`config.mk`:
```
export PLATFORM = sky130hd
export DESIGN_NAME = id_ex_stage
export DESIGN_NICKNAME = d
export VERILOG_FILES = /design/src/rtl/id_ex_stage.sv
export SDC_FILE = /design/constraint.sdc
export NUM_CORES = 1
export LEC_CHECK = 0
export BUFFER_PORTS_ARGS = -buffer_cell sky130_fd_sc_hd__buf_4
export CORE_AREA = 10 10 246 248
export DETAILED_ROUTE_END_ITERATION = 12
export DIE_AREA = 0 0 256 258
export SYNTH_ARGS = -nofsm -noshare
export SYNTH_HDL_FRONTEND = slang
export SYNTH_SLANG_ARGS = --single-unit
```
`constraint.sdc`:
```
create_clock -name clk -period 2.2 [get_ports clk]
set_input_delay 0.11 -clock clk [delete_from_list [all_inputs] [get_ports clk]]
set_output_delay 0.11 -clock clk [all_outputs]
set_load 0.02 [all_outputs]
```
`src/rtl/id_ex_stage.sv`:
```
// rtl/id_ex_stage.sv - ID/EX operand capture with writeback bypass, load-use bubble and flush
module id_ex_stage #(
    parameter int XLEN  = 64,
    parameter int RA_W  = 5,
    parameter int CNT_W = 16
) (
    input  logic            clk,
    input  logic            rst_n,
    input  logic            in_valid,
    output logic            in_ready,
    input  logic [XLEN-1:0] in_pc,
    input  logic [RA_W-1:0] in_rs1,
    input  logic [RA_W-1:0] in_rs2,
    input  logic [RA_W-1:0] in_rd,
    input  logic            in_use_rs2,
    input  logic [XLEN-1:0] in_imm,
    input  logic [7:0]      in_ctrl,
    input  logic [XLEN-1:0] rf_rdata1,
    input  logic [XLEN-1:0] rf_rdata2,
    input  logic            wb_valid,
    input  logic [RA_W-1:0] wb_rd,
    input  logic [XLEN-1:0] wb_data,
    input  logic            flush,
    output logic            out_valid,
    input  logic            ex_ready,
    output logic [XLEN-1:0] out_pc,
    output logic [XLEN-1:0] out_op_a,
    output logic [XLEN-1:0] out_op_b,
    output logic [XLEN-1:0] out_imm,
    output logic [RA_W-1:0] out_rs1,
    output logic [RA_W-1:0] out_rs2,
    output logic [RA_W-1:0] out_rd,
    output logic [7:0]      out_ctrl,
    output logic            hazard_stall,
    output logic [CNT_W-1:0] stall_cnt
);
    localparam int CTRL_MEM_READ = 6;

    typedef enum logic {RUN = 1'b0, BUBBLE = 1'b1} state_t;

    state_t           state_q, state_d;
    logic             out_valid_q, out_valid_d;
    logic [CNT_W-1:0] cnt_q, cnt_d;
    logic [XLEN-1:0]  pc_q, op_a_q, op_b_q, imm_q;
    logic [RA_W-1:0]  rs1_q, rs2_q, rd_q;
    logic [7:0]       ctrl_q;

    logic [XLEN-1:0]  op_a_sel, op_b_sel;
    logic             haz, in_ready_c, bubble_c, load;

    // x0 reads as zero; a same-cycle writeback wins over the (stale) register file
    always_comb begin
        op_a_sel = rf_rdata1;
        if (in_rs1 == '0)
            op_a_sel = '0;
        else if (wb_valid && wb_rd == in_rs1)
            op_a_sel = wb_data;
        op_b_sel = rf_rdata2;
        if (in_rs2 == '0)
            op_b_sel = '0;
        else if (wb_valid && wb_rd == in_rs2)
            op_b_sel = wb_data;
    end

    assign haz = out_valid_q && ctrl_q[CTRL_MEM_READ] && (rd_q != '0) && in_valid &&
                 ((rd_q == in_rs1) || (in_use_rs2 && rd_q == in_rs2));

    always_comb begin
        state_d     = state_q;
        in_ready_c  = 1'b0;
        bubble_c    = 1'b0;
        cnt_d       = cnt_q;
        out_valid_d = out_valid_q;
        case (state_q)
            RUN: begin
                in_ready_c = (!out_valid_q || ex_ready) && !haz && !flush;
                if (haz && ex_ready && !flush)
                    state_d = BUBBLE;
            end
            BUBBLE: begin
                state_d  = RUN;
                bubble_c = !flush;
                if (!flush && cnt_q != {CNT_W{1'b1}})
                    cnt_d = cnt_q + CNT_W'(1);
            end
            default: state_d = RUN;
        endcase
        load = in_valid && in_ready_c;
        if (flush)
            out_valid_d = 1'b0;
        else if (load)
            out_valid_d = 1'b1;
        else if (out_valid_q && ex_ready)
            out_valid_d = 1'b0;
    end

    always_ff @(posedge clk or negedge rst_n) begin
        if (!rst_n) begin
            state_q     <= RUN;
            out_valid_q <= 1'b0;
            cnt_q       <= '0;
        end else begin
            state_q     <= state_d;
            out_valid_q <= out_valid_d;
            cnt_q       <= cnt_d;
        end
    end

    // Payload only moves on an accepted instruction; flush clears just the valid bit
    always_ff @(posedge clk or negedge rst_n) begin
        if (!rst_n) begin
            pc_q   <= '0;
            op_a_q <= '0;
            op_b_q <= '0;
            imm_q  <= '0;
            rs1_q  <= '0;
            rs2_q  <= '0;
            rd_q   <= '0;
            ctrl_q <= '0;
        end else if (load) begin
            pc_q   <= in_pc;
            op_a_q <= op_a_sel;
            op_b_q <= op_b_sel;
            imm_q  <= in_imm;
            rs1_q  <= in_rs1;
            rs2_q  <= in_rs2;
            rd_q   <= in_rd;
            ctrl_q <= in_ctrl;
        end
    end

    assign in_ready     = in_ready_c && rst_n;
    assign hazard_stall = bubble_c;
    // The bubble in progress is already visible in the count; a flush withdraws it
    assign stall_cnt    = cnt_d;
    assign out_valid    = out_valid_q;
    assign out_pc       = pc_q;
    assign out_op_a     = op_a_q;
    assign out_op_b     = op_b_q;
    assign out_imm      = imm_q;
    assign out_rs1      = rs1_q;
    assign out_rs2      = rs2_q;
    assign out_rd       = rd_q;
    assign out_ctrl     = ctrl_q;
endmodule

```
==> results.json <==
{
  "status": "finished, violations left",
  "violations": "setup timing",
  "synth_fp_nets": 1507,
  "drive_gt1_share_pct": 45.43,
  "clockBufferDepth": 3,
  "grt_pass1_wl_um": 95230,
  "yosys_warnings": 0,
  "required_ns": 2.60,
  "clk_latency_ns": 0.54,
  "hold_viol": 0,
  "drv_cap": 0,
  "vias": 13473,
  "postSynthAreaPerCell_um2": 12.03,
  "area_growth_pct": 75.05,
  "drtIter0Drc": 698,
  "pwr-share-seq_pct": 37.5,
  "cpPeakStageDelay_ns": 0.39,
  "tns_ns": -7.376,
  "drt_pass1_iterations": 5,
  "grt_setup_unrepaired": "true",
  "ys_ff_latch": 297,
  "tightest_slew_ns": 0.5711,
  "wl_um": 67650,
  "postLayoutCoreUtil_pct": 43.49,
  "post-route-drc-count": 0,
  "finalWorstSetupSlack_ns": -0.09770,
  "finClkSkew_ns": 0.02060,
  "portBuffers": 652,
  "viasPerCell": 4.703,
  "ys_top_cells_by_area": "dfrtp_1 (54%), mux2_1 (16%), mux2_2 (6.6%)",
  "synth_top_area_share_pct": 53.67,
  "register_area_mm2": 0.007438,
  "comb_power_share_pct": 32.4,
  "antenna_found_initial": 12,
  "synthCells": 1151,
  "cts_made_buffers": 35,
  "cp_top_family": "buffers and inverters",
  "syn-cell-area_mm2": 0.01385,
  "cp_num_buf_inv": 3,
  "grt_use_met3_pct": 6.241,
  "arrival_ns": 2.70,
  "row_count": 87,
  "die_w_um": 256,
  "fin_crit_ns": 2.298,
  "cts_tree": "done",
  "multiInputGateArea_mm2": 0.006160,
  "routabilityCongestion": 0.9029,
  "placed_cells": 2521,
  "hp-class": "in -> reg",
  "dieArea_mm2": 0.06605,
  "drv_slew": 0,
  "place_hpwl_um": 47530,
  "ios": 653,
  "power.leakage_nw": 10.90,
  "power.share.switching_pct": 32.22,
  "clock-sinks": 297,
  "htreeDepth": 2,
  "cpMaxStageDelayCell": "dfrtp_2",
  "seq_area_frac_synth_pct": 53.67,
  "ant_nets": 0,
  "gr-usage-met1_pct": 21.28,
  "nFillCells": 5116,
  "grt_pass1_vias": 14626,
  "cts_root_buf": "clkbuf_16",
  "place_ws_ns": -0.07443,
  "power.density_mw_per_mm2": 775.2,
  "overflow": 0,
  "crit_path_max_fanout": 18,
  "relSlewSlack_pct": 61.93,
  "ys_types": 35,
  "path_clk_slew_ns": 0.06,
  "peakVddDrop_v": 0.0007079,
  "yosys.area.top_type": "dfrtp_1",
  "worstPathCellList": "or3_1 > o311a_1 > a21oi_4 > buf_4 > buf_12 > clkbuf_16 > mux2_1",
  "nets": 2434,
  "busiest_layer": "met2",
  "finalPower_mw": 18.79,
  "critPathCaptureType": "flip-flop",
  "timing.final.crit_share_pct": 104.4,
  "pwr-share-clk_pct": 30.1,
  "setup_viol": 218,
  "core-area_mm2": 0.05573,
  "p_switching_mw": 6.055,
  "use_met2_pct": 32.19,
  "final_cells": 2865,
  "cp-start-kind": "flip-flop",
  "intPower_mw": 12.74,
  "fp.dieH_um": 258,
  "fmax_ghz": 0.4352,
  "initial_core_util_pct": 24.85,
  "crit_type": "reg -> reg",
  "grt_max_degree": 84,
  "grt_usage_pct": 18.67,
  "avgRoutedWirePerCell_um": 23.61
}
==> tightest hold or removal path, cell delays in order <==
cell and delay (ns):
buf_4 0.08, o21ai_0 0.07, a21oi_1 0.14, mux2_1 0.13
==> cells in the mapped netlist <==
master     number
a21oi_1       129
o21a_1          1
nor3_1          4
nor2_2          2
inv_1           3
nand4b_1        1
buf_1           7
and3_1          4
dfrtp_1       297
nor2b_1         2
buf_4           9
nand2_1        10
clkbuf_1       47
o22ai_1         1
nor2_1          3
nand3_1       134
buf_12         12
buf_2          11
or4_1           2
o21ai_0       128
mux2_2         81
or3_1           1
a21o_1          1
nand4_1         7
xor2_1          6
and4_1          4
o2111ai_1       1
mux2_1        199
xnor2_1        29
o311a_1         1
buf_6           8
and2_1          2
buf_8           2
ha_1            1
nor4b_1         1
==> final cells by class <==
cell class                 count  area share [%]
antenna                        7         0.07227
clock buffer                  55           4.382
clock inverter                 6          0.1961
inverter                       3         0.04646
multi-input combinational    755           25.41
sequential                   297           30.69
tap                          756           3.902
timing repair buffer         986           35.30
==> worst paths after layout <==
kind | startpoint | to | slack (ns) | depth (start not counted)
hold reg to reg | out_op_b[29] | out_op_b[29] | 0.48 | 1
hold / removal | rf_rdata1[9] | out_op_a[9] | 0.02 | 4
setup reg to reg | out_rd[0] | out_op_b[28] | -0.1 | 7
setup / recovery | out_rd[0] | out_op_b[28] | -0.1 | 7
max in group asynchronous | rst_n | out_imm[39] | 1.19 | 3
min in group asynchronous | rst_n | out_op_a[53] | 0.08 | 2
==> kinds of logic (layout without fill, tap and decap cells) <==
group                    count (synthesis)  count (layout)  synth area share (%)
buffers and inverters                   99            1050                 5.033
AND/OR/NAND/NOR                        177             177                 6.641
AO/OA/AOI/OAI                          262             262                 9.578
multiplexers                           280             280                 22.77
flip-flops                             297             297                 53.67
other                                    0               7                     0
XOR/XNOR                                35              35                 2.214
adder cells (fa/ha/maj)                  1               1               0.09034
==> placed cells by master, fill, tap and decap left out, types with 3 or more instances in the layout <==
cell	n
a21oi_1	128
and4_4	3
buf_12	15
buf_16	5
buf_4	701
buf_6	11
buf_8	5
clkbuf_1	10
clkbuf_16	47
clkbuf_8	9
clkinv_2	3
dfrtp_1	292
dfrtp_2	5
diode_2	7
dlygate4sd3_1	238
inv_1	3
mux2_1	160
mux2_2	53
mux2_4	67
nand2_1	7
nand2_2	3
nand3_1	133
nand4_1	7
nor3_2	3
o21ai_0	128
xnor2_1	24
xnor2_2	4
xor2_1	6
==> power groups by stage <==
| stage | Combinational, mW | Sequential (mW) | Clock (mW) |
|---|---|---|---|
| floorplan | 1.30 | 8.19 | 0 |
| global placement | 5.39 | 7.04 | 0 |
| detailed placement | 5.46 | 7.08 | 0 |
| CTS | 5.83 | 7.00 | 5.81 |
| global route | 6.43 | 7.15 | 6.04 |
| finish | 6.09 | 7.05 | 5.66 |
==> repair_timing <==
item | 4_1_cts | 5_1_grt
gates cloned | 0 | 13
hold endpoints to repair | 445 | 0
endpoints found under the setup margin | 218 | 266
resized for setup | 19 | 104
hold buffers | 238 | 0
buffers inserted | 11 | 15
pin swaps | 6 | 13
==> flip-flops by register name, summed over array words and instances, names as in the netlist, 5 cells and up <==
name	count
out_rs2	5
out_ctrl	8
out_imm	64
out_rs1	5
out_op_b	64
out_rd	5
out_op_a	64
out_pc	64
cnt_q	16
==> metal layers <==
layer  vias to the layer above  part of all wire, %
li1                       6010                    -
met5                         -                0.050
met2                       650                   51
met1                      6687                   38
met4                         6                  2.8
met3                       120                  8.6
==> metrics by stage <==
| step | hold WS, ns | area, um^2 |
|---|---|---|
| after detailed placement | 0.04921 | 19720 |
| after floorplan | -0.1856 | 13850 |
| after global placement | 0.04110 | 19720 |
| final | 0.02280 | 24240 |
| after global routing | 0.01236 | 24240 |
| after CTS | 0.00001338 | 23400 |
Power figures use the tool's default switching activity.
